**src/rtl/debug_ring_node_if.sv**
```systemverilog
// Flit stream bundle shared by every ring and local port of debug_ring_node.
// The master drives the flit fields and valid; the slave returns ready.
interface debug_ring_node_if #(
  parameter int DATA_WIDTH = 16
);
  logic [DATA_WIDTH-1:0] data;
  logic                  valid;
  logic                  first;
  logic                  last;
  logic                  ready;

  modport master (output data, valid, first, last, input ready);
  modport slave  (input data, valid, first, last, output ready);
endinterface

```
**src/rtl/debug_ring_node.sv**
```systemverilog
// Two-lane debug ring stop: per-lane input FIFOs, packet routing by destination id,
// packet-atomic round-robin arbitration onto ring_out0 and local_out, terminal drop counting.
module debug_ring_node #(
  parameter int DATA_WIDTH  = 16,
  parameter int ID_WIDTH    = 10,
  parameter int BUFFER_SIZE = 4,
  parameter bit TERMINAL    = 1'b0
) (
  input  logic                clk,
  input  logic                rst_n,
  input  logic [ID_WIDTH-1:0] id,
  debug_ring_node_if.slave    ring_in0,
  debug_ring_node_if.slave    ring_in1,
  debug_ring_node_if.master   ring_out0,
  debug_ring_node_if.master   ring_out1,
  debug_ring_node_if.slave    local_in,
  debug_ring_node_if.master   local_out,
  output logic [15:0]         drop_count
);
  localparam int          AW    = $clog2(BUFFER_SIZE);
  localparam logic [AW:0] DEPTH = (AW+1)'(BUFFER_SIZE);

  localparam logic [1:0] R_IDLE  = 2'd0;
  localparam logic [1:0] R_LOCAL = 2'd1;
  localparam logic [1:0] R_FWD   = 2'd2;
  localparam logic [1:0] R_DROP  = 2'd3;

  localparam logic [1:0] G_NONE = 2'd0;
  localparam logic [1:0] G_A    = 2'd1;
  localparam logic [1:0] G_B    = 2'd2;

  typedef struct packed {
    logic [DATA_WIDTH-1:0] data;
    logic                  first;
    logic                  last;
  } flit_t;

  flit_t         mem [2][BUFFER_SIZE];
  logic [AW-1:0] wr_ptr [2];
  logic [AW-1:0] rd_ptr [2];
  logic [AW:0]   count [2];
  logic [1:0]    route_q [2];

  flit_t      in_flit [2];
  flit_t      head [2];
  logic [1:0] route_eff [2];
  logic [1:0] in_valid, in_ready, push, pop, head_valid;
  logic [1:0] fwd_req, loc_req, drop_pop;

  logic [1:0]  o0_grant_q, lo_grant_q, o0_gnt, lo_gnt;
  logic        o0_rr_q, lo_rr_q;
  flit_t       lin_flit, o0_flit, lo_flit;
  logic        o0_valid, lo_valid, o0_hs, lo_hs;
  logic [15:0] drop_count_q;
  logic [1:0]  drop_inc;
  logic [16:0] drop_sum;

  assign in_flit[0] = '{data: ring_in0.data, first: ring_in0.first, last: ring_in0.last};
  assign in_flit[1] = '{data: ring_in1.data, first: ring_in1.first, last: ring_in1.last};
  assign lin_flit   = '{data: local_in.data, first: local_in.first, last: local_in.last};
  assign in_valid   = {ring_in1.valid, ring_in0.valid};
  assign ring_in0.ready = in_ready[0];
  assign ring_in1.ready = in_ready[1];

  // NOTE: every signal driven here gets a value on every path, so no latch is inferred.
  always_comb begin
    for (int l = 0; l < 2; l++) begin
      head[l]       = mem[l][rd_ptr[l]];
      head_valid[l] = (count[l] != '0);
      in_ready[l]   = (count[l] < DEPTH);
      push[l]       = in_valid[l] && in_ready[l];
      route_eff[l]  = route_q[l];
      // An idle lane routes from its head flit; a non-first head here is debris to resync past.
      if (route_q[l] == R_IDLE && head_valid[l]) begin
        if (!head[l].first)                            route_eff[l] = R_DROP;
        else if (head[l].data[ID_WIDTH-1:0] == id)     route_eff[l] = R_LOCAL;
        else if (l == 1 && TERMINAL)                   route_eff[l] = R_DROP;
        else                                           route_eff[l] = R_FWD;
      end
      fwd_req[l]  = head_valid[l] && (route_eff[l] == R_FWD);
      loc_req[l]  = head_valid[l] && (route_eff[l] == R_LOCAL);
      drop_pop[l] = head_valid[l] && (route_eff[l] == R_DROP);
    end
  end

  // A held grant wins outright; an idle arbiter only starts packets on a first flit.
  function automatic logic [1:0] arb_pick(input logic [1:0] grant, input logic rr_b,
                                          input logic a_ok, input logic b_ok);
    logic [1:0] pick;
    pick = grant;
    if (grant == G_NONE) begin
      if (a_ok && b_ok) pick = rr_b ? G_B : G_A;
      else if (a_ok)    pick = G_A;
      else if (b_ok)    pick = G_B;
    end
    return pick;
  endfunction

  assign o0_gnt = arb_pick(o0_grant_q, o0_rr_q, fwd_req[0] && head[0].first,
                           local_in.valid && local_in.first);
  assign lo_gnt = arb_pick(lo_grant_q, lo_rr_q, loc_req[0] && head[0].first,
                           loc_req[1] && head[1].first);

  assign o0_valid = (o0_gnt == G_A && fwd_req[0]) || (o0_gnt == G_B && local_in.valid);
  assign o0_flit  = (o0_gnt == G_B) ? lin_flit : head[0];
  assign o0_hs    = o0_valid && ring_out0.ready;
  assign lo_valid = (lo_gnt == G_A && loc_req[0]) || (lo_gnt == G_B && loc_req[1]);
  assign lo_flit  = (lo_gnt == G_B) ? head[1] : head[0];
  assign lo_hs    = lo_valid && local_out.ready;

  assign ring_out0.valid = o0_valid;
  assign ring_out0.data  = o0_flit.data;
  assign ring_out0.first = o0_flit.first;
  assign ring_out0.last  = o0_flit.last;
  assign local_in.ready  = (o0_gnt == G_B) && ring_out0.ready;

  assign ring_out1.valid = fwd_req[1];
  assign ring_out1.data  = head[1].data;
  assign ring_out1.first = head[1].first;
  assign ring_out1.last  = head[1].last;

  assign local_out.valid = lo_valid;
  assign local_out.data  = lo_flit.data;
  assign local_out.first = lo_flit.first;
  assign local_out.last  = lo_flit.last;

  assign pop = {
    (fwd_req[1] && ring_out1.ready) || (lo_gnt == G_B && loc_req[1] && local_out.ready) || drop_pop[1],
    (o0_gnt == G_A && fwd_req[0] && ring_out0.ready) ||
      (lo_gnt == G_A && loc_req[0] && local_out.ready) || drop_pop[0]
  };

  assign drop_inc   = {1'b0, drop_pop[0] && head[0].last} + {1'b0, drop_pop[1] && head[1].last};
  assign drop_sum   = {1'b0, drop_count_q} + {15'd0, drop_inc};
  assign drop_count = drop_count_q;

  // NOTE: the flit storage has no reset; the pointers and counts alone decide which entries are live.
  always_ff @(posedge clk) begin
    for (int l = 0; l < 2; l++) begin
      if (push[l]) mem[l][wr_ptr[l]] <= in_flit[l];
    end
  end

  // NOTE: sequential state uses non-blocking assignments so every flop samples pre-edge values.
  always_ff @(posedge clk or negedge rst_n) begin
    if (!rst_n) begin
      for (int l = 0; l < 2; l++) begin
        wr_ptr[l]  <= '0;
        rd_ptr[l]  <= '0;
        count[l]   <= '0;
        route_q[l] <= R_IDLE;
      end
      o0_grant_q   <= G_NONE;
      o0_rr_q      <= 1'b0;
      lo_grant_q   <= G_NONE;
      lo_rr_q      <= 1'b0;
      drop_count_q <= '0;
    end else begin
      for (int l = 0; l < 2; l++) begin
        if (push[l]) wr_ptr[l] <= wr_ptr[l] + 1'b1;
        if (pop[l]) begin
          rd_ptr[l]  <= rd_ptr[l] + 1'b1;
          route_q[l] <= head[l].last ? R_IDLE : route_eff[l];
        end
        if (push[l] && !pop[l])      count[l] <= count[l] + 1'b1;
        else if (!push[l] && pop[l]) count[l] <= count[l] - 1'b1;
      end
      // The pointer moves to the source that did not just finish a packet.
      if (o0_hs) begin
        o0_grant_q <= o0_flit.last ? G_NONE : o0_gnt;
        if (o0_flit.last) o0_rr_q <= (o0_gnt == G_A);
      end
      if (lo_hs) begin
        lo_grant_q <= lo_flit.last ? G_NONE : lo_gnt;
        if (lo_flit.last) lo_rr_q <= (lo_gnt == G_A);
      end
      if (TERMINAL) drop_count_q <= drop_sum[16] ? 16'hFFFF : drop_sum[15:0];
    end
  end
endmodule

```
**src/flat_wrapper.sv**
```systemverilog
// flat-port wrapper written by rule: the top's interface ports become plain ports
module debug_ring_node_flat 
#(
  parameter int DATA_WIDTH  = 16,
  parameter int ID_WIDTH    = 10,
  parameter int BUFFER_SIZE = 4,
  parameter bit TERMINAL    = 1'b0
)
  (clk, rst_n, id, drop_count, ring_in0_data, ring_in0_valid, ring_in0_first, ring_in0_last, ring_in0_ready, ring_in1_data, ring_in1_valid, ring_in1_first, ring_in1_last, ring_in1_ready, ring_out0_data, ring_out0_valid, ring_out0_first, ring_out0_last, ring_out0_ready, ring_out1_data, ring_out1_valid, ring_out1_first, ring_out1_last, ring_out1_ready, local_in_data, local_in_valid, local_in_first, local_in_last, local_in_ready, local_out_data, local_out_valid, local_out_first, local_out_last, local_out_ready);
  debug_ring_node_if #(.DATA_WIDTH(DATA_WIDTH)) ring_in0_i ();
  debug_ring_node_if #(.DATA_WIDTH(DATA_WIDTH)) ring_in1_i ();
  debug_ring_node_if #(.DATA_WIDTH(DATA_WIDTH)) ring_out0_i ();
  debug_ring_node_if #(.DATA_WIDTH(DATA_WIDTH)) ring_out1_i ();
  debug_ring_node_if #(.DATA_WIDTH(DATA_WIDTH)) local_in_i ();
  debug_ring_node_if #(.DATA_WIDTH(DATA_WIDTH)) local_out_i ();
  input  logic clk;
  input  logic rst_n;
  input  logic [ID_WIDTH-1:0] id;
  output logic [15:0] drop_count;
  input wire logic [$bits(ring_in0_i.data)-1:0] ring_in0_data;
  input wire logic [$bits(ring_in0_i.valid)-1:0] ring_in0_valid;
  input wire logic [$bits(ring_in0_i.first)-1:0] ring_in0_first;
  input wire logic [$bits(ring_in0_i.last)-1:0] ring_in0_last;
  output wire logic [$bits(ring_in0_i.ready)-1:0] ring_in0_ready;
  input wire logic [$bits(ring_in1_i.data)-1:0] ring_in1_data;
  input wire logic [$bits(ring_in1_i.valid)-1:0] ring_in1_valid;
  input wire logic [$bits(ring_in1_i.first)-1:0] ring_in1_first;
  input wire logic [$bits(ring_in1_i.last)-1:0] ring_in1_last;
  output wire logic [$bits(ring_in1_i.ready)-1:0] ring_in1_ready;
  output wire logic [$bits(ring_out0_i.data)-1:0] ring_out0_data;
  output wire logic [$bits(ring_out0_i.valid)-1:0] ring_out0_valid;
  output wire logic [$bits(ring_out0_i.first)-1:0] ring_out0_first;
  output wire logic [$bits(ring_out0_i.last)-1:0] ring_out0_last;
  input wire logic [$bits(ring_out0_i.ready)-1:0] ring_out0_ready;
  output wire logic [$bits(ring_out1_i.data)-1:0] ring_out1_data;
  output wire logic [$bits(ring_out1_i.valid)-1:0] ring_out1_valid;
  output wire logic [$bits(ring_out1_i.first)-1:0] ring_out1_first;
  output wire logic [$bits(ring_out1_i.last)-1:0] ring_out1_last;
  input wire logic [$bits(ring_out1_i.ready)-1:0] ring_out1_ready;
  input wire logic [$bits(local_in_i.data)-1:0] local_in_data;
  input wire logic [$bits(local_in_i.valid)-1:0] local_in_valid;
  input wire logic [$bits(local_in_i.first)-1:0] local_in_first;
  input wire logic [$bits(local_in_i.last)-1:0] local_in_last;
  output wire logic [$bits(local_in_i.ready)-1:0] local_in_ready;
  output wire logic [$bits(local_out_i.data)-1:0] local_out_data;
  output wire logic [$bits(local_out_i.valid)-1:0] local_out_valid;
  output wire logic [$bits(local_out_i.first)-1:0] local_out_first;
  output wire logic [$bits(local_out_i.last)-1:0] local_out_last;
  input wire logic [$bits(local_out_i.ready)-1:0] local_out_ready;
  assign ring_in0_i.data = ring_in0_data;
  assign ring_in0_i.valid = ring_in0_valid;
  assign ring_in0_i.first = ring_in0_first;
  assign ring_in0_i.last = ring_in0_last;
  assign ring_in0_ready = ring_in0_i.ready;
  assign ring_in1_i.data = ring_in1_data;
  assign ring_in1_i.valid = ring_in1_valid;
  assign ring_in1_i.first = ring_in1_first;
  assign ring_in1_i.last = ring_in1_last;
  assign ring_in1_ready = ring_in1_i.ready;
  assign ring_out0_data = ring_out0_i.data;
  assign ring_out0_valid = ring_out0_i.valid;
  assign ring_out0_first = ring_out0_i.first;
  assign ring_out0_last = ring_out0_i.last;
  assign ring_out0_i.ready = ring_out0_ready;
  assign ring_out1_data = ring_out1_i.data;
  assign ring_out1_valid = ring_out1_i.valid;
  assign ring_out1_first = ring_out1_i.first;
  assign ring_out1_last = ring_out1_i.last;
  assign ring_out1_i.ready = ring_out1_ready;
  assign local_in_i.data = local_in_data;
  assign local_in_i.valid = local_in_valid;
  assign local_in_i.first = local_in_first;
  assign local_in_i.last = local_in_last;
  assign local_in_ready = local_in_i.ready;
  assign local_out_data = local_out_i.data;
  assign local_out_valid = local_out_i.valid;
  assign local_out_first = local_out_i.first;
  assign local_out_last = local_out_i.last;
  assign local_out_i.ready = local_out_ready;
  debug_ring_node #(.DATA_WIDTH(DATA_WIDTH), .ID_WIDTH(ID_WIDTH), .BUFFER_SIZE(BUFFER_SIZE), .TERMINAL(TERMINAL)) u_core (.clk(clk), .rst_n(rst_n), .id(id), .ring_in0(ring_in0_i), .ring_in1(ring_in1_i), .ring_out0(ring_out0_i), .ring_out1(ring_out1_i), .local_in(local_in_i), .local_out(local_out_i), .drop_count(drop_count));
endmodule
```
**config.mk**
```make
export PLATFORM = sky130hd
export DESIGN_NAME = debug_ring_node_flat
export DESIGN_NICKNAME = d
export VERILOG_FILES = /design/src/rtl/debug_ring_node_if.sv /design/src/rtl/debug_ring_node.sv /design/src/flat_wrapper.sv
export SDC_FILE = /design/constraint.sdc
export NUM_CORES = 1
export LEC_CHECK = 0
export CORE_ASPECT_RATIO = 1.1
export CORE_MARGIN = 2
export CORE_UTILIZATION = 47
export DETAILED_ROUTE_END_ITERATION = 8
export HOLD_SLACK_MARGIN = 0.12
export PLACE_DENSITY_LB_ADDON = 0.1
export SYNTH_ARGS = -nofsm -noshare
export SYNTH_HDL_FRONTEND = slang
export SYNTH_SLANG_ARGS = --single-unit
```
**constraint.sdc**
```tcl
create_clock -name clk -period 3.7 [get_ports clk]
set_input_delay 0.74 -clock clk [delete_from_list [all_inputs] [get_ports clk]]
set_output_delay 0.74 -clock clk [all_outputs]
set_load 0.02 [all_outputs]
```
* Word-level counts from Yosys, hierarchy flattened *
Memories as Yosys holds them, arrays and structs flattened.
Cells that the tools add are included.

cells by class
  add/sub/neg operators = 8
  order comparisons = 8
  eq/ne operators = 12
  muxes and demuxes = 40
  bitwise operators = 4
  reduce and logical (&&, ||, !) cells = 53

operator list
  operator                                                               count
  18-bit 2-to-1 mux                                                      8
  72-bit 2-to-1 mux                                                      2
  18-bit binary-select mux with 2-bit select                             2
  18-bit demux with 2-bit select                                         2
  2-bit 2-to-1 mux                                                       20
  1-bit logical AND                                                      33
  10-bit equality test                                                   2
  2-bit equality test, second input constant                             6
  3-bit greater-or-equal comparator, second input constant               4
  3-bit 2-to-1 mux                                                       4
  2-bit inverter with 3-bit output                                       4
  2-bit by 1-bit adder with 2-bit output, second input constant          4
  2-bit by 1-bit equality test with 1-bit output, second input constant  4
  2-bit logical NOT                                                      4
  3-bit by 1-bit adder with 3-bit output, second input constant          2
  1-bit logical OR                                                       6
  3-bit by 1-bit < comparator with 1-bit output, second input constant   2
  3-bit < comparator, second input constant                              2
  3-bit nonzero test                                                     2
  3-bit by 1-bit subtractor with 3-bit output, second input constant     2
  1-bit logical NOT                                                      4
  2-bit AND reduction                                                    2
  2-bit nonzero test                                                     2
  1-bit 2-to-1 mux                                                       2

word-level totals
  bits in registers = 24
  bits in writable memories = 144
  output and inout bits = 76
  logic and storage cells = 138
  memories = 1

memory list
  name        words  width  read ports  clocked after Yosys merged registers in  write ports  line                   text
  u_core.mem  2      72     2           0                                        2            debug_ring_node.sv:38  flit_t mem [2][BUFFER_SIZE];

* Logic depth before layout (Yosys ltp) *
Gate-level depths: netlist of the first run.

  depth in word-level cells = 23
  mapped depth = 17
  depth with buffers taken out = 14

* Worst setup path after synthesis of the first run *
Ideal clock, no wire load.

  path type = reg2out
  start = reg u_core.rd_ptr[1] in the netlist's numbering
  end = out local_out_data[0]
  arrival = 2.895 ns
  required time = 2.960 ns
  setup slack = 0.065 ns
  cell stages (with the launch flop) = 11
  cells stage by stage = dfrtp_1 -> clkbuf_1 -> mux4_1 -> xnor2_1 -> nand4_2 -> nor4_4 -> o21bai_2 -> nor2_1 -> o21ba_2 -> buf_2 -> mux2_1

on the way
  longest elaborated chain between the ends = 17
  elaborated cells on any way between the ends = 18
  classes of those cells = eq/ne (3); mux (11); bitwise (1); reduce/logical (3)

ends and longest elaborated chain
  what                                                      line                    text
  start: declaration                                        debug_ring_node.sv:40   logic [AW-1:0] rd_ptr [2];
  start signal: indexed assignment                          debug_ring_node.sv:162  rd_ptr[l] <= rd_ptr[l] + 1'b1;
  2-bit inverter with 3-bit output (not written as such) *  debug_ring_node.sv:68   head[l] = mem[l][rd_ptr[l]];
  18-bit binary-select mux with 2-bit select *              debug_ring_node.sv:68
  18-bit 2-to-1 mux (not written as such) * (2 in series)   debug_ring_node.sv:68
  net ring_out1_data[4]                                     flat_wrapper.sv:35      output wire logic [$bits(ring_out1_i.data)-1:0] ring_out1_data;
  10-bit equality test *                                    debug_ring_node.sv:76   else if (head[l].data[ID_WIDTH-1:0] == id) route_eff[l] = R_LOCAL;
  2-bit 2-to-1 mux *                                        debug_ring_node.sv:76
  2-bit 2-to-1 mux *                                        debug_ring_node.sv:75   if (!head[l].first) route_eff[l] = R_DROP;
  2-bit 2-to-1 mux *                                        debug_ring_node.sv:74   if (route_q[l] == R_IDLE && head_valid[l]) begin
  2-bit by 1-bit equality test with 1-bit output *          debug_ring_node.sv:81   loc_req[l] = head_valid[l] && (route_eff[l] == R_LOCAL);
  1-bit logical AND *                                       debug_ring_node.sv:81
  1-bit logical AND *                                       debug_ring_node.sv:102  loc_req[1] && head[1].first);
  2-bit 2-to-1 mux                                          debug_ring_node.sv:94   else if (b_ok) pick = G_B;
  2-bit 2-to-1 mux                                          debug_ring_node.sv:93   else if (a_ok) pick = G_A;
  2-bit 2-to-1 mux *                                        debug_ring_node.sv:92   if (a_ok && b_ok) pick = rr_b ? G_B : G_A;
  2-bit 2-to-1 mux *                                        debug_ring_node.sv:91   if (grant == G_NONE) begin
  2-bit equality test *                                     debug_ring_node.sv:108  assign lo_flit = (lo_gnt == G_B) ? head[1] : head[0];
  18-bit 2-to-1 mux *                                       debug_ring_node.sv:108
  end: declaration                                          flat_wrapper.sv:45      output wire logic [$bits(local_out_i.data)-1:0] local_out_data;

Mark *: on every way through the listed nets, which the timed path passes. The rest lies on a longest branch. The select of a mux whose other input is x is not followed.

* Final worst setup path of the first run *
  start = reg u_core.rd_ptr[0] in the netlist's numbering
  end = out local_out_data[13]

on the way
  longest elaborated chain between the ends = 17
  elaborated cells on any way between the ends = 18
  classes of those cells = eq/ne (3); mux (11); bitwise (1); reduce/logical (3)

ends and longest elaborated chain
  what                                                      line
  2-bit inverter with 3-bit output (not written as such) *  debug_ring_node.sv:68
  18-bit binary-select mux with 2-bit select *              debug_ring_node.sv:68
  18-bit 2-to-1 mux (not written as such) * (2 in series)   debug_ring_node.sv:68
  10-bit equality test                                      debug_ring_node.sv:76
  2-bit 2-to-1 mux                                          debug_ring_node.sv:76
  2-bit 2-to-1 mux                                          debug_ring_node.sv:75
  2-bit 2-to-1 mux                                          debug_ring_node.sv:74
  2-bit by 1-bit equality test with 1-bit output            debug_ring_node.sv:81
  1-bit logical AND                                         debug_ring_node.sv:81
  1-bit logical AND                                         debug_ring_node.sv:102
  2-bit 2-to-1 mux                                          debug_ring_node.sv:94
  2-bit 2-to-1 mux                                          debug_ring_node.sv:93
  2-bit 2-to-1 mux                                          debug_ring_node.sv:92
  2-bit 2-to-1 mux                                          debug_ring_node.sv:91
  2-bit equality test                                       debug_ring_node.sv:108
  18-bit 2-to-1 mux *                                       debug_ring_node.sv:108

Every way passes the cells marked *; elsewhere a longest branch is shown, timed or not. The select of a mux whose other input is x is not followed.

==> results of run 1 <==
==> sequential cells by signal, indices dropped and copies added (netlist names) <==
signal and count:
u_core.mem 144, u_core.count 6, u_core.rd_ptr 4, u_core.route_q 4, u_core.wr_ptr 4, u_core.lo_grant_q 2
u_core.o0_grant_q 2, u_core.lo_rr_q 1, u_core.o0_rr_q 1
==> cell usage after synthesis, types with 2 or more instances <==
cell and instances:
and3_1 2, inv_1 20, a21oi_1 8, a31oi_1 3, ha_1 10, edfxtp_1 144
fa_1 2, and2_1 10, a211oi_1 2, a211o_1 3, buf_1 2, xnor2_2 2
o211ai_1 2, a21oi_2 2, clkbuf_1 4, nor3_1 3, o21ai_0 11, mux4_1 2
or3_1 2, buf_2 6, mux2_1 20, a22oi_1 2, nor2b_1 4, dfrtp_1 24
o21a_1 2, nand3_1 4, xor2_1 8, mux4_2 32, xnor2_1 24, mux2i_1 6
o21ai_1 2, nand2_1 12, nor2_2 2, mux2_2 14, buf_4 17, nor2_1 17
nand4_1 4, buf_6 4
==> metal layers <==
metal,up-vias,routed length [µm],GRT usage
li1,2214,-,-
met1,2372,7506,0.2674
met2,159,9617,0.3817
met3,14,1168,0.05165
met4,0,198,0.07284
met5,-,0,0
==> final timing paths <==
kind | endpoint | slack [ps]
worst min-delay path | u_core.o0_rr_q | 560
worst min register to register | u_core.o0_rr_q | 560
worst max-delay path | local_out_data[13] | -430
min in group asynchronous | u_core.count[5] | 690
max in group asynchronous | u_core.rd_ptr[0] | 2730
worst max register to register | u_core.count[1] | -30
==> power groups by stage <==
stage	registers, mW	clock network, mW	logic (mW)
finish	2.65	1.78	5.72
global route	2.69	1.88	6.07
CTS	2.64	1.81	5.26
detailed placement	2.67	0	5.02
global placement	2.65	0	4.96
floorplan	2.60	0	2.82
==> layout make-up <==
type | instances | area, µm² | share of cell area
flip-flops and latches | 168 | 4927 | 0.4561
multi-input cells | 253 | 2721 | 0.2519
repair buffers | 237 | 2238 | 0.2072
clock buffers | 19 | 432.9 | 0.04007
well taps | 200 | 250.2 | 0.02316
clock inverters | 13 | 157.7 | 0.01459
inverters | 20 | 75.07 | 0.006949
==> metrics by stage <==
stage	TNS, ps	std cells
2_1_floorplan	0	474
3_3_place_gp	-18850	848
3_5_place_dp	-19710	848
4_1_cts	-12360	894
5_1_grt	-17050	910
6_report	-11370	910
==> timing repair <==
action                                  in CTS  in global routing
hold endpoints to repair                     0                  0
pin swaps                                   10                 25
endpoints found under the setup margin      44                 44
gates cloned                                 1                  1
resized for setup                          233                 67
setup buffers                               13                 18
==> worst reg2reg max path: stages (launching register included) <==
cell	delay, ps
dfrtp_2	420
buf_12	130
buf_6	90
mux4_2	540
xnor2_2	200
nand4_2	150
nor4_4	360
buf_4	180
buf_6	100
a21oi_4	50
nor3b_2	260
a211o_1	160
inv_1	50
ha_2	180
inv_2	50
fa_2	430
mux2_4	280
==> cell families after synthesis <==
logic type	count (synthesis)	synth area share
mux	74	0.1591
buf+inv	53	0.03929
xor+xnor	34	0.04092
compound gates	49	0.04551
flops	168	0.6443
simple gates	68	0.04878
other cells	1	0.0004906
fa+ha+maj	12	0.02161
==> impl_summary.txt, run 1 <==
----------------------------------------------------
[GRT]
  First-pass GRT wire length ... 27580 µm
  GR Overflow Total ... 0
  Antenna violations before repair ... 0
  GRT Util Overall ... 0.2176
  Number of global-route vias before repair ... 5076
  Maximum number of pins on one net before global-route repair ... 25

[Timing]
  Pin slew with the least headroom to its limit ... 511.5 ps
  Worst hold-check slack ... 560.6 ps
  Worst-case setup margin in the final layout ... -431.4 ps
  Worst Skew ... 14.71 ps
  Final Hold Vio Count ... 0
  Final worst path period need ... 4131 ps
  # setup viols final ... 40
  Total count of max-transition violations in the final report ... 0
  Normalized max-slew margin ... 0.6583
  Maximum achievable frequency ... 242.0 MHz
  RSZ-0062 raised after global routing ... true
  Portion of the clock cycle consumed by the worst path in the final layout ... 1.117

[Power]
  Total power consumption of the routed design ... 10.15 mW
  Power Internal ... 6.450 mW
  Power per Cell Area ... 939.9 nW/µm²
  Max rail drop VDD ... 0.5414 mV
  Net switching fraction of the power ... 0.3648
  Power share of the combinational group ... 0.564
  Clock share of power ... 0.175
  Seq pwr share ... 0.261
  Net switching component of the power ... 3.704 mW
  Static leakage ... 4.135 nW

[Synthesis]
  Post-synth top flop ... edfxtp_1
  Synth warn ... 16
  Flops & latches, synth ... 168
  Cell type with the largest total area after synthesis ... edfxtp_1
  Dominant cells by area after synthesis ... edfxtp_1, mux4_2, dfrtp_1, mux2_1, xnor2_1
  Post-Syn Instances ... 459
  Synth Cell Area ... 7644 µm²
  Sequential share of the synthesized area ... 0.6443
  Number of synthesized flops with an enable pin ... 144
  Number of different library cells in the post-synthesis netlist ... 59
  Post-Synthesis Mean Instance Area ... 16.65 µm²
  Synth top area share ... 0.5657
  FFs w/ async S/R, synth ... 0.1429

[Cells and area]
  Fraction of layout cells with a size suffix above 1 ... 0.3972
  Antenna fix cells ... 0
  Count of filler cells inserted in the layout ... 1119
  Top library cells by usage in the layout, fill and taps aside ... edfxtp_1, buf_4, clkdlybuf4s50_1, buf_6, mux4_2
  Area added between synthesis and finish ... 41.33%
  Final Util ... 0.6839
  Number of nets in the final layout ... 781
  Most common cell after layout, fill and taps aside ... edfxtp_1
  Post-route cell area ... 10800 µm²

[Placed design]
  Placement-stage worst setup slack ... -643.8 ps
  PortBufs ... 131
  Final RePlAce weighted congestion ... 0.9208
  Area after DPL ... 9687 µm²
  Post-DP HPWL ... 12870 µm

[Drt]
  Ratio of routed vias to standard cells ... 5.230
  DR DRC count ... 0
  Initial DRC Count ... 247
  Number of vias in the routed layout ... 4759
  ANT nets after route ... 0
  Average routed wire per standard cell ... 20.32 µm
  Detailed-router iteration count before antenna repair ... 4
  Wirelength, routed ... 18490 µm

[Clock tree]
  Clock root buffer ... clkbuf_16
  Worst skew pair latency ... 430 ps
  TritonCTS clock tree ... done
  Number of buffers added by the clock tree synthesis step ... 17
  Maximum root-to-sink buffer count ... 2
  Total number of H-tree levels ... 4
  Cts hold-fix bufs ... 0
  Register clock-pin slew on the reported worst setup and hold paths ... 70 ps
  CTS sink cnt ... 168

[Critical path]
  Slowest stage delay, CP ... 540 ps
  CP required ... 2960 ps
  Worst reg2reg path depth ... 16
  CP Data Arrival Time ... 3390 ps
  Kind of critical path ... flop to primary output
  Launch point of the worst path ... u_core.rd_ptr[0]
  Critical register-to-register path startpoint ... u_core.rd_ptr[0]
  Critical path endpoint category ... primary output
  Instance count on the critical path ... 12
  Cell-by-cell trace of the critical path ... buf_12, buf_6, mux4_2, xnor2_2, nand4_2, nor4_4, o21bai_2, nor2_2, o21ba_4, buf_12, mux2_4, buf_6
  Worst-path cell with the longest stage delay ... mux4_2
  Dominant delay contributor by cell family on the critical path ... multiplexers
  Highest net fanout along the worst path ... 8
  Buffers plus inverters on the worst setup path ... 4
  Type of element launching the critical path ... flop

[Hold path]
  Path type of the worst min-delay path ... flop to flop
  Instance count along the most critical hold path ... 2
  Min-delay src ... u_core.o0_rr_q

[Floorplan]
  Number of I/O pins ... 148
  Total die area ... 17300 µm²
  Floorplan die width ... 125.6 µm
  Std cell rows ... 48
  Area of the core ... 15800 µm²
  Initial Util ... 0.4839
  Die height ... 137.8 µm

[Run status]
  Violated checks ... setup timing
  Result of the run ... finished with violations

[Flow run]
  Max-cap violations ... 0

----------------------------------------------------
Note: power is estimated with default switching activity, not from simulation.
==> inputs of run 2 (changes only) <==
Settings changed: CORE_UTILIZATION 47 to 57, DONT_BUFFER_PORTS set to 1.
==> run 2 against run 1 <==
Critical path type unchanged. Setup slack better by 180 ps. Clock skew is 4.3 ps lower. The flow still finishes with violations (setup timing). Highest routed layer unchanged. Critical path depth is 3 lower. Design area is 14% lower. Via count is 9.6% lower. Die area is 17% lower. Combinational power is 18% lower.
==> impl_summary.txt, run 2 (synthesized netlist as in run 1, its figures left out) <==
----------------------------------------------------
[Timing]
  # setup viols final ... 38
  Final worst path period need ... 3948 ps
  Portion of the clock cycle consumed by the worst path in the final layout ... 1.067
  Total count of max-transition violations in the final report ... 0
  Worst Skew ... 10.44 ps
  RSZ-0062 raised after global routing ... true
  Pin slew with the least headroom to its limit ... 1061 ps
  Normalized max-slew margin ... 0.2927
  Maximum achievable frequency ... 253.3 MHz
  Final Hold Vio Count ... 0
  Worst-case setup margin in the final layout ... -247.5 ps

[Critical path]
  Cell-by-cell trace of the critical path ... buf_12, mux4_2, xnor2_2, nand4_1, nor4_4, o21bai_2, nor2_4, o21ba_4, mux2_4
  CP required ... 2960 ps
  Worst-path cell with the longest stage delay ... mux4_2
  Type of element launching the critical path ... flop
  CP Data Arrival Time ... 3210 ps
  Critical path endpoint category ... primary output
  Dominant delay contributor by cell family on the critical path ... multiplexers
  Kind of critical path ... flop to primary output
  Highest net fanout along the worst path ... 5
  Slowest stage delay, CP ... 540 ps
  Reg-to-reg setup timing slack ... 0 ps
  Critical register-to-register path startpoint ... u_core.rd_ptr[2]
  Capture point of the worst reg-to-reg path ... u_core.count[2]
  Worst reg2reg path depth ... 18
  Buffers plus inverters on the worst setup path ... 1

[Cells and area]
  Antenna fix cells ... 0
  Top library cells by usage in the layout, fill and taps aside ... edfxtp_1, buf_4, mux4_2, dfrtp_1
  Non-filler instance count after layout ... 717
  Fraction of layout cells with a size suffix above 1 ... 0.4137
  Most common cell after layout, fill and taps aside ... edfxtp_1
  Flip-flop count of the largest register, all copies and words added ... 144
  Post-route cell area ... 9299 µm²
  Area added between synthesis and finish ... 21.66%
  Number of nets in the final layout ... 628

[Placed design]
  Number of placed instances, taps included ... 656
  Placement-stage worst setup slack ... -64.33 ps
  Final RePlAce weighted congestion ... 0.8352
  PortBufs ... 0
  Area after DPL ... 8137 µm²
  Post-DP HPWL ... 11650 µm

[Power]
  Power per Cell Area ... 969.2 nW/µm²
  Static leakage ... 3.426 nW
  Max rail drop VDD ... 0.5342 mV

[GRT]
  Antenna violations before repair ... 0
  Number of global-route vias before repair ... 4493
  GRT Util Overall ... 0.2535
  GR Overflow Total ... 0
  First-pass GRT wire length ... 25960 µm
  Maximum number of pins on one net before global-route repair ... 25

[Clock tree]
  TritonCTS clock tree ... done
  Maximum root-to-sink buffer count ... 2
  Clock root buffer ... clkbuf_16
  Total number of H-tree levels ... 4
  Register clock-pin slew on the reported worst setup and hold paths ... 60 ps
  Worst skew pair latency ... 420 ps
  CTS sink cnt ... 168
  Number of buffers added by the clock tree synthesis step ... 17

[Drt]
  Average routed wire per standard cell ... 24.21 µm
  Wirelength, routed ... 17360 µm
  ANT nets after route ... 0
  Initial DRC Count ... 300
  Detailed-router iteration count before antenna repair ... 5
  Ratio of routed vias to standard cells ... 6.001
  DR DRC count ... 0
  Number of vias in the routed layout ... 4303

[Floorplan]
  Total die area ... 14350 µm²
  Floorplan die width ... 114.4 µm
  Area of the core ... 13160 µm²
  Initial Util ... 0.5809
  Std cell rows ... 44
  Die height ... 125.5 µm
  Number of I/O pins ... 148

[Flow run]
  Max-cap violations ... 0

[Run status]
  Result of the run ... finished with violations
  Violated checks ... setup timing

[Hold path]
  Path type of the worst min-delay path ... input pin to async pin

----------------------------------------------------
run 2: changes by cell type in the layout (fill, tap and decap cells not counted), moves of 4 or more:
cell,previous run,this run
mux2_2,13,17
mux2_1,5,0
buf_6,37,10
clkdlybuf4s50_1,91,0
buf_2,8,0
buf_4,92,62
run 2: power breakdown:
| group | internal [mW] | total [mW] | switching, mW |
|---|---|---|---|
| Clock | 0.930 | 1.65 | 0.723 |
| Combinational | 2.17 | 4.68 | 2.51 |
| Sequential | 2.44 | 2.68 | 0.233 |
run 2: layout make-up:
cell class | count | area, µm²
flip-flops and latches | 168 | 4928
fillers | 872 | 3859
multi-input cells | 256 | 2781
repair buffers | 81 | 760.7
clock buffers | 18 | 429.2
well taps | 161 | 201.4
clock inverters | 13 | 122.6
inverters | 20 | 75.07
run 2: worst register-to-register path: cells and delay by family, from the launching register on:
kind / cells / cell delay [ps]
fa+ha+maj: 2 / 480
mux: 1 / 540
simple gates: 3 / 310
buf+inv: 6 / 580
compound gates: 3 / 880
flops: 1 / 430
xor+xnor: 3 / 410
run 2: what timing repair did:
item | in CTS | in global routing
gates resized for setup | 69 | 33
endpoints found under the hold margin | 24 | 0
endpoints found under the setup margin | 42 | 44
gates cloned | 4 | 0
buffers inserted | 22 | 6
hold buffers | 1 | 0
pin swaps | 10 | 20
run 2: worst max path at each step:
stage | from | end | depth (start not counted)
after floorplan | u_core.rd_ptr[1] | local_out_data[0] | 10
after global placement | u_core.rd_ptr[0] | local_out_data[7] | 9
after detailed placement | u_core.rd_ptr[0] | local_out_data[7] | 9
after CTS | u_core.rd_ptr[0] | local_out_last | 9
after global routing | u_core.rd_ptr[0] | local_out_data[14] | 9
final | u_core.rd_ptr[0] | local_out_data[7] | 9
run 2: stage by stage:
| step | hold WS, ps | util | total power [mW] | setup TNS [ps] |
|---|---|---|---|---|
| floorplan | 444.4 | - | 5.420 | 0 |
| global placement | 445.3 | 0.6184 | 6.473 | -236.5 |
| detailed placement | 445.5 | 0.6184 | 6.539 | -789.5 |
| CTS | 124.3 | 0.6945 | 8.833 | -6573 |
| global route | 123.2 | 0.7067 | 9.443 | -11740 |
| finish | 135.5 | 0.7067 | 9.012 | -6459 |
run 2: routing by layer:
metal	part of all wire	wire length, µm	vias up	global-route usage
met5	0	0	-	0
met4	0.020	350	0	0.08824
met3	0.10	1811	24	0.1047
met2	0.49	8562	199	0.3954
met1	0.38	6631	2176	0.3226
li1	-	-	1904	-
==> inputs of run 3 (changes only) <==
Settings changed: CORE_MARGIN 2 to not set.
==> run 3 against run 2 <==
The flow still finishes with violations (setup timing). Clock power is 5% higher. Via count is 2.2% lower. Critical path depth is 2 higher. Non-clock buffer count is 8 lower. Largest cell class unchanged. Largest power group unchanged.
==> impl_summary.txt, run 3 (synthesized netlist as in run 1, its figures left out) <==
----------------------------------------------------
[Floorplan]
  Number of I/O pins ... 148
  Initial Util ... 0.5809
  Floorplan die width ... 112.4 µm
  Total die area ... 13880 µm²
  Die height ... 123.5 µm
  Area of the core ... 13160 µm²
  Std cell rows ... 44

[Clock tree]
  Register clock-pin slew on the reported worst setup and hold paths ... 70 ps
  CTS sink cnt ... 168
  Clock root buffer ... clkbuf_16
  Number of buffers added by the clock tree synthesis step ... 17
  TritonCTS clock tree ... done
  Worst skew pair latency ... 430 ps
  Maximum root-to-sink buffer count ... 2
  Total number of H-tree levels ... 4

[Placed design]
  Final RePlAce weighted congestion ... 0.9105
  Placement-stage worst setup slack ... -99.69 ps
  Post-DP HPWL ... 11240 µm
  PortBufs ... 0

[Flow run]
  Max-cap violations ... 0

[Drt]
  ANT nets after route ... 0
  Number of vias in the routed layout ... 4210
  Average routed wire per standard cell ... 23.71 µm
  Ratio of routed vias to standard cells ... 5.930
  Detailed-router iteration count before antenna repair ... 5
  DR DRC count ... 0
  Wirelength, routed ... 16840 µm
  Initial DRC Count ... 286

[GRT]
  Number of global-route vias before repair ... 4415
  Maximum number of pins on one net before global-route repair ... 25
  GRT Util Overall ... 0.2595
  Antenna violations before repair ... 0
  GR Overflow Total ... 0
  First-pass GRT wire length ... 24870 µm

[Power]
  Net switching component of the power ... 3.418 mW
  Power Internal ... 5.391 mW
  Clock share of power ... 0.196
  Seq pwr share ... 0.303
  Max rail drop VDD ... 0.6765 mV
  Power share of the combinational group ... 0.501
  Static leakage ... 3.362 nW
  Net switching fraction of the power ... 0.3880
  Power per Cell Area ... 960.8 nW/µm²

[Timing]
  RSZ-0062 raised after global routing ... true
  Final worst path period need ... 3971 ps
  Normalized max-slew margin ... 0.3936
  Worst-case setup margin in the final layout ... -271.3 ps
  Worst hold-check slack ... 397.4 ps
  Setup TNS Final ... -8399 ps
  # setup viols final ... 41
  Final Hold Vio Count ... 0
  Worst Skew ... 9.981 ps
  Pin slew with the least headroom to its limit ... 909.7 ps
  Maximum achievable frequency ... 251.8 MHz
  Total count of max-transition violations in the final report ... 0
  Portion of the clock cycle consumed by the worst path in the final layout ... 1.073

[Cells and area]
  Most common cell after layout, fill and taps aside ... edfxtp_1
  Number of nets in the final layout ... 620
  Antenna fix cells ... 0
  Fraction of layout cells with a size suffix above 1 ... 0.3752
  Flip-flop count of the largest register, all copies and words added ... 144
  Count of filler cells inserted in the layout ... 872
  Footprint of the multi-input gates ... 2690 µm²
  Flip-flop and latch area ... 4927 µm²
  Top library cells by usage in the layout, fill and taps aside ... edfxtp_1, buf_4, mux4_2, dfrtp_1, mux2_2
  Area added between synthesis and finish ... 19.95%

[Run status]
  Result of the run ... finished with violations
  Violated checks ... setup timing

[Critical path]
  CP Data Arrival Time ... 3230 ps
  Kind of critical path ... flop to primary output
  CP required ... 2960 ps
  Critical path endpoint category ... primary output
  Type of element launching the critical path ... flop
  Highest net fanout along the worst path ... 5

[Hold path]
  Path type of the worst min-delay path ... input pin to flop

----------------------------------------------------
## run 3: timing repair
item	4_1_cts	5_1_grt
cloned	4	0
hold buffers	2	0
buffers inserted	9	3
endpoints found under the setup margin	41	43
gates resized for setup	61	15
endpoints found under the hold margin	24	0
pin swaps	6	6
## run 3: metal layers
metal	track usage	vias to the layer above	part of all wire
li1	-	1898	-
met1	0.2981	2100	0.38
met2	0.4410	191	0.51
met3	0.09804	21	0.093
met4	0.1083	0	0.019
met5	0	-	0
## run 3: power by group through the flow
stage               sequential [mW]  combinational, mW  clock, mW
finish                         2.67               4.41       1.73
global route                   2.71               4.70       1.83
CTS                            2.67               4.35       1.75
detailed placement             2.67               3.90          0
global placement               2.66               3.85          0
floorplan                      2.60               2.82          0
## run 3: worst max-delay path: stages, from the launching register on
cell,delay [ps]
dfrtp_2,470
buf_12,160
mux4_2,550
xnor2_1,170
nand4_1,110
a211o_1,370
a21oi_4,200
nor2_4,100
buf_4,140
o21ba_4,230
o21ai_1,130
buf_4,160
## run 3: through the flow
step / total power, mW / cell area [µm²] / instances / util
floorplan: 5.420 / 7700 / 474 / -
global placement: 6.507 / 8192 / 660 / 0.6226
detailed placement: 6.571 / 8192 / 660 / 0.6226
CTS: 8.769 / 9085 / 707 / 0.6905
global route: 9.242 / 9169 / 710 / 0.6968
finish: 8.810 / 9169 / 710 / 0.6968
## run 3: worst paths after layout
kind	from	end	slack, ps	cells past startpoint
max	u_core.rd_ptr[2]	local_out_data[2]	-270	11
min	ring_in1_last	u_core.mem[0][108]	400	0
max reg2reg	u_core.rd_ptr[2]	u_core.count[2]	-80	17
min reg2reg	u_core.o0_rr_q	u_core.o0_rr_q	540	2
max in group asynchronous	rst_n	u_core.rd_ptr[0]	2790	2
min in group asynchronous	rst_n	u_core.o0_grant_q[1]	740	2
## run 3: layout make-up
| type | count | share of cell area |
|---|---|---|
| timing repair buffer | 73 | 0.07505 |
| tap | 161 | 0.02197 |
| multi-input combinational | 256 | 0.2934 |
| clock inverter | 15 | 0.01760 |
| sequential | 168 | 0.5374 |
| clock buffer | 17 | 0.04640 |
| inverter | 20 | 0.008188 |
